`src/rtl/mmio_rsp_queue.sv`:
```
// MMIO read-response stage between the AFU register file and CCI-P TX c2.
// Tracks outstanding read tids, buffers responses, and flags protocol violations.
module mmio_rsp_queue #(
  parameter int DEPTH   = 8,
  parameter int TID_W   = 9,
  parameter int DATA_W  = 64,
  parameter int TIMEOUT = 512
) (
  input  logic                       pClk,
  input  logic                       pck_cp2af_softReset_n,
  input  logic                       req_valid,
  input  logic [TID_W-1:0]           req_tid,
  input  logic                       rsp_in_valid,
  input  logic [TID_W-1:0]           rsp_in_tid,
  input  logic [DATA_W-1:0]          rsp_in_data,
  input  logic                       c2_hold,
  input  logic                       err_clr,
  output logic                       rsp_out_valid,
  output logic [TID_W-1:0]           rsp_out_tid,
  output logic [DATA_W-1:0]          rsp_out_data,
  output logic [$clog2(DEPTH+1)-1:0] outstanding,
  output logic [31:0]                rsp_count,
  output logic                       err_overflow,
  output logic                       err_tid_mismatch,
  output logic                       err_timeout
);

  localparam int AW    = $clog2(DEPTH);
  localparam int OCC_W = $clog2(DEPTH + 1);
  localparam int AGE_W = $clog2(TIMEOUT + 1);
  localparam int RSP_W = TID_W + DATA_W;

  localparam logic [AW:0]      PTR_ONE  = 1;
  localparam logic [AGE_W-1:0] AGE_ONE  = 1;
  localparam logic [AGE_W-1:0] AGE_MAX  = AGE_W'(TIMEOUT);
  localparam logic [AGE_W-1:0] AGE_LAST = AGE_W'(TIMEOUT - 1);

  logic [TID_W-1:0] reqMem [DEPTH];
  logic [AW:0]      reqWr;
  logic [AW:0]      reqRd;
  logic             reqEmpty;
  logic             reqFull;
  logic             reqPush;
  logic             reqPop;
  logic             reqDrop;

  logic [RSP_W-1:0] rspMem [DEPTH];
  logic [AW:0]      rspWr;
  logic [AW:0]      rspRd;
  logic             rspEmpty;
  logic             rspFull;
  logic             rspPush;
  logic             rspPop;
  logic             rspDrop;

  logic             tidBad;
  logic [AGE_W-1:0] age;
  logic             ageHit;

  // Extra MSB on each pointer separates full from empty when the index bits match.
  assign reqEmpty = (reqWr == reqRd);
  assign reqFull  = (reqWr[AW] != reqRd[AW]) && (reqWr[AW-1:0] == reqRd[AW-1:0]);
  assign reqPop   = rsp_in_valid && !reqEmpty;
  assign reqPush  = req_valid && (!reqFull || reqPop);
  assign reqDrop  = req_valid && reqFull && !reqPop;

  assign rspEmpty = (rspWr == rspRd);
  assign rspFull  = (rspWr[AW] != rspRd[AW]) && (rspWr[AW-1:0] == rspRd[AW-1:0]);
  assign rspPop   = !rspEmpty && !c2_hold;
  assign rspPush  = rsp_in_valid && (!rspFull || rspPop);
  assign rspDrop  = rsp_in_valid && rspFull && !rspPop;

  // Head is read before this cycle's push lands, so a same-cycle request never matches.
  assign tidBad = rsp_in_valid && (reqEmpty || (reqMem[reqRd[AW-1:0]] != rsp_in_tid));

  assign ageHit = !reqEmpty && !reqPop && (age == AGE_LAST);

  assign outstanding = OCC_W'(reqWr - reqRd);

  always_ff @(posedge pClk) begin
    if (pck_cp2af_softReset_n && reqPush) begin
      reqMem[reqWr[AW-1:0]] <= req_tid;
    end
    if (pck_cp2af_softReset_n && rspPush) begin
      rspMem[rspWr[AW-1:0]] <= {rsp_in_tid, rsp_in_data};
    end
  end

  always_ff @(posedge pClk) begin
    if (!pck_cp2af_softReset_n) begin
      reqWr            <= '0;
      reqRd            <= '0;
      rspWr            <= '0;
      rspRd            <= '0;
      age              <= '0;
      rsp_out_valid    <= 1'b0;
      rsp_out_tid      <= '0;
      rsp_out_data     <= '0;
      rsp_count        <= '0;
      err_overflow     <= 1'b0;
      err_tid_mismatch <= 1'b0;
      err_timeout      <= 1'b0;
    end else begin
      if (reqPush) reqWr <= reqWr + PTR_ONE;
      if (reqPop)  reqRd <= reqRd + PTR_ONE;
      if (rspPush) rspWr <= rspWr + PTR_ONE;
      if (rspPop)  rspRd <= rspRd + PTR_ONE;

      if (reqPop || reqEmpty) begin
        age <= '0;
      end else if (age != AGE_MAX) begin
        age <= age + AGE_ONE;
      end

      rsp_out_valid <= rspPop;
      if (rspPop) begin
        {rsp_out_tid, rsp_out_data} <= rspMem[rspRd[AW-1:0]];
        rsp_count                   <= rsp_count + 32'd1;
      end

      // A new error event in the same cycle as err_clr keeps the flag set.
      err_overflow     <= reqDrop || rspDrop || (err_overflow && !err_clr);
      err_tid_mismatch <= tidBad || (err_tid_mismatch && !err_clr);
      err_timeout      <= ageHit || (err_timeout && !err_clr);
    end
  end

endmodule

```
`config.mk`:
```
export PLATFORM = sky130hd
export DESIGN_NAME = mmio_rsp_queue
export DESIGN_NICKNAME = d
export VERILOG_FILES = /design/src/rtl/mmio_rsp_queue.sv
export SDC_FILE = /design/constraint.sdc
export NUM_CORES = 1
export LEC_CHECK = 0
export BUFFER_PORTS_ARGS = -buffer_cell sky130_fd_sc_hd__buf_4
export CORE_MARGIN = 10
export CORE_UTILIZATION = 45
export DETAILED_ROUTE_END_ITERATION = 10
export SKIP_LAST_GASP = 1
export SLEW_MARGIN = 15
export SYNTH_ARGS = -nofsm -noshare
export SYNTH_HDL_FRONTEND = slang
export SYNTH_SLANG_ARGS = --single-unit
```
`constraint.sdc`:
```
create_clock -name pClk -period 23.5 [get_ports pClk]
set_input_delay 1.175 -clock pClk [delete_from_list [all_inputs] [get_ports pClk]]
set_output_delay 1.175 -clock pClk [all_outputs]
set_load 0.005 [all_outputs]
```
==> impl_metrics.csv <==
group,metric,value,unit
floorplanning,boundaryPins,201,
yosys,synth.ff_latch_count,794,
layout,proportion_of_layout_cells_with_a_drive_suffix_above_1,27.41,%
worst_setup_path,arrival,4.17,ns
clock_network,clock_insertion_delay_worst_skew,0.62,ns
sta,setup-tns-final,0,ns
worst_setup_path,worst-path-max-fanout,52,
global_route,grt_busiest_layer,"met2",
clock_network,cts_root_buffer,"sky130_fd_sc_hd__clkbuf_16",
sta,holdWs,0.5014,ns
clock_network,number_of_buffers_added_to_fix_hold_violations_after_cts,0,
global_route,grtUsageMet1,22.50,%
floorplanning,full_die_area,77600,sq um
detailed_routing,vias,15370,
global_route,global_route.usage.met3,3.782,%
layout,mostFrequentLayoutCell,"sky130_fd_sc_hd__edfxtp_1",
layout,layout.nets,1929,
global_route,grt_pass1_vias,16010,
power,ir_worst_vdd,0.05260,mV
sta,timing.final.ws_setup,19.56,ns
worst_setup_path,crit_type,"flop to flop",
worst_setup_path,cp_data_required_time,23.74,ns
floorplanning,die_height,278.6,um
sta,skew,0.01245,ns
floorplanning,design.core.area,65980,sq um
global_route,grt_pass1_wl,100.8,mm
detailed_routing,drtAntennaViolNets,0,
detailed_routing,drc,0,
clock_network,number_of_cts_inserted_buffers,84,
detailed_routing,detail_route.first_pass.iterations,5,
placement,place.detailed.hpwl,37.98,mm
layout,area_growth_syn_to_layout,17.16,%
hold_path,hold_class,"flop to flop",
detailed_routing,initialDrtViolationCount,864,
job,maxCapViolations,0,
worst_setup_path,timing.critical_path.to_type,"flop",
global_route,grt_util_all_layers,16.84,%
sta,rsz_0062_raised_after_global_routing,"no",
yosys,syn-num-nets,1705,
clock_network,cts_tree,"done",
global_route,antenna_found_initial,6,
global_route,grt_start_max_net_pins,97,
sta,final_period_minus_worst_setup_slack,3.939,ns
clock_network,cts_htree_levels,3,
power,power.density,92.64,nW/um^2
yosys,synthesis.yosys.warnings,0,
power,leakagePower,11.19,nW
yosys,synth.yosys.seq_area_share,74.66,%
clock_network,cts_sinks,794,
floorplanning,starting_density_of_the_core,45.59,%
layout,most_used_cells_in_the_layout_excluding_fill_and_tap_cells,"sky130_fd_sc_hd__edfxtp_1 (656), sky130_fd_sc_hd__buf_4 (229), sky130_fd_sc_hd__mux4_2 (160), sky130_fd_sc_hd__dfxtp_1 (134), sky130_fd_sc_hd__nor2_1 (128)",
sta,final-hold-violation-count,0,
yosys,syn_area,30080,sq um
floorplanning,rows,94,
yosys,async_reset_ff_share,0,%
placement,finalWeightedCongestion,0.7474,
layout,multiInputGateArea,7228,sq um
detailed_routing,mean_routed_wirelength_per_cell,23.69,um
clock_network,cts_post_setup_buffers_inserted,0,
global_route,global_route.overflow_total,0,
detailed_routing,wirelength,65.51,mm
detailed_routing,viasPerCell,5.556,
sta,max_freq,0.2539,GHz
sta,timing.final.max_slew_violations,0,
status,status,"completed",
floorplanning,die-width,278.6,um
sta,setup_violations,0,
yosys,synth_edf_count,656,
clock_network,cts_repair_resize_count,0,
clock_network,clkSlewWorstSetupHoldPaths,0.06,ns
placement,port-buffer-count,200,
global_route,grt.met2_usage,27.76,%
sta,max_transition_margin,24.71,%
yosys,netlist_instances,1606,
clock_network,cts_buffer_depth,3,
yosys,synth_flop_cell,"sky130_fd_sc_hd__edfxtp_1",
sta,post-route-period-util,16.76,%
layout,register_area,22470,sq um
placement,placement.setup.worst_slack,19.52,ns
sta,tightest_slew,1.125,ns
yosys,avgSynthCellArea,18.73,sq um
yosys,ys_types,47,
worst_setup_path,rrSetupSlack,19.56,ns
worst_setup_path,start_kind,"flop",
layout,num-fill-cells,5159,
-- state kept, by name, summed over array words and instances, names as in the netlist, 9 cells and up, named ones only --
register      flops
rsp_out_data     64
age              10
rsp_count        32
reqMem           72
rsp_out_tid       9
rspMem          584
-- worst max-delay path, stage by stage, from the launching register on --
cell and delay [ns]:
sky130_fd_sc_hd__dfxtp_4 1.07, sky130_fd_sc_hd__xnor2_1 0.33, sky130_fd_sc_hd__nand3_1 0.17, sky130_fd_sc_hd__o21ai_1 0.37
sky130_fd_sc_hd__nor2_1 0.26, sky130_fd_sc_hd__and4_4 0.51, sky130_fd_sc_hd__buf_4 0.77
-- cells by family after synthesis --
logic type	count (synthesis)	synth area share [%]
DFF	794	74.66
and+or+nand+nor	256	3.947
muxes	250	14.98
AOI/OAI and AO/OA	140	3.203
buffers and inverters	113	1.506
xor gates and xnor gates	42	1.223
adders and majority gates	11	0.4825
-- where the power goes --
group          internal [mW]  switching (mW)
logic                  0.191           0.185
registers               1.57          0.0433
clock network          0.743           0.530
-- per-layer routing --
metal | share of wire, % | wire [um]
met1 | 44 | 28750
met2 | 49 | 32380
met3 | 4.9 | 3201
met4 | 1.7 | 1118
met5 | 0.098 | 64
-- through the flow --
| stage | util (%) | power, mW | instances | area [sq um] |
|---|---|---|---|---|
| detailed placement | 49.39 | 2.033 | 2608 | 32590 |
| finish | 53.42 | 3.265 | 2766 | 35250 |
| floorplan | - | 1.883 | 1606 | 30080 |
| global placement | 49.39 | 2.027 | 2608 | 32590 |
| global route | 53.42 | 3.400 | 2766 | 35250 |
| CTS | 53.41 | 3.306 | 2765 | 35240 |
-- cell usage after synthesis, drive strengths merged, types with 2 or more instances --
cell type	instances	area, sq um
clkbuf	56	210.2
nand2	32	120.1
ha	10	125.1
mux4	160	3603
or4	10	75.07
o21ai	13	65.06
inv	21	78.83
nand3	25	125.1
nor4	8	50.05
nand4	16	100.1
o31ai	11	82.58
a211oi	73	548.0
or3	8	50.05
o21a	2	15.01
a22oi	2	15.01
edfxtp	656	19700
buf	35	160.2
o31a	2	17.52
nor3	13	65.06
and4	4	35.03
xnor2	28	245.2
xor2	14	122.6
nor4b	3	26.28
dfxtp	138	2763
a31o	2	17.52
nor2	128	480.5
nor2b	3	18.77
and2	2	12.51
mux2i	89	890.9
a21oi	27	135.1
-- layout make-up --
| type | instances | area share (%) |
|---|---|---|
| diodes | 1 | 0.007100 |
| clock buffers | 117 | 6.553 |
| clock inverters | 40 | 0.9798 |
| inverters | 22 | 0.2414 |
| multi-input cells | 699 | 20.51 |
| flip-flops and latches | 794 | 63.77 |
| well taps | 864 | 3.067 |
| repair buffers | 229 | 4.878 |
-- path summary, 6_finish.rpt --
path / end / cells after the start / startpoint
worst max register to register: rspMem[2][28] / 6 / rspRd[1]
worst min register to register: rsp_out_data[35] / 2 / rsp_out_data[35]
worst min-delay path: rsp_out_data[35] / 2 / rsp_out_data[35]
worst max-delay path: rspMem[2][28] / 6 / rspRd[1]
No activity file was read; power rests on OpenSTA's default activity.
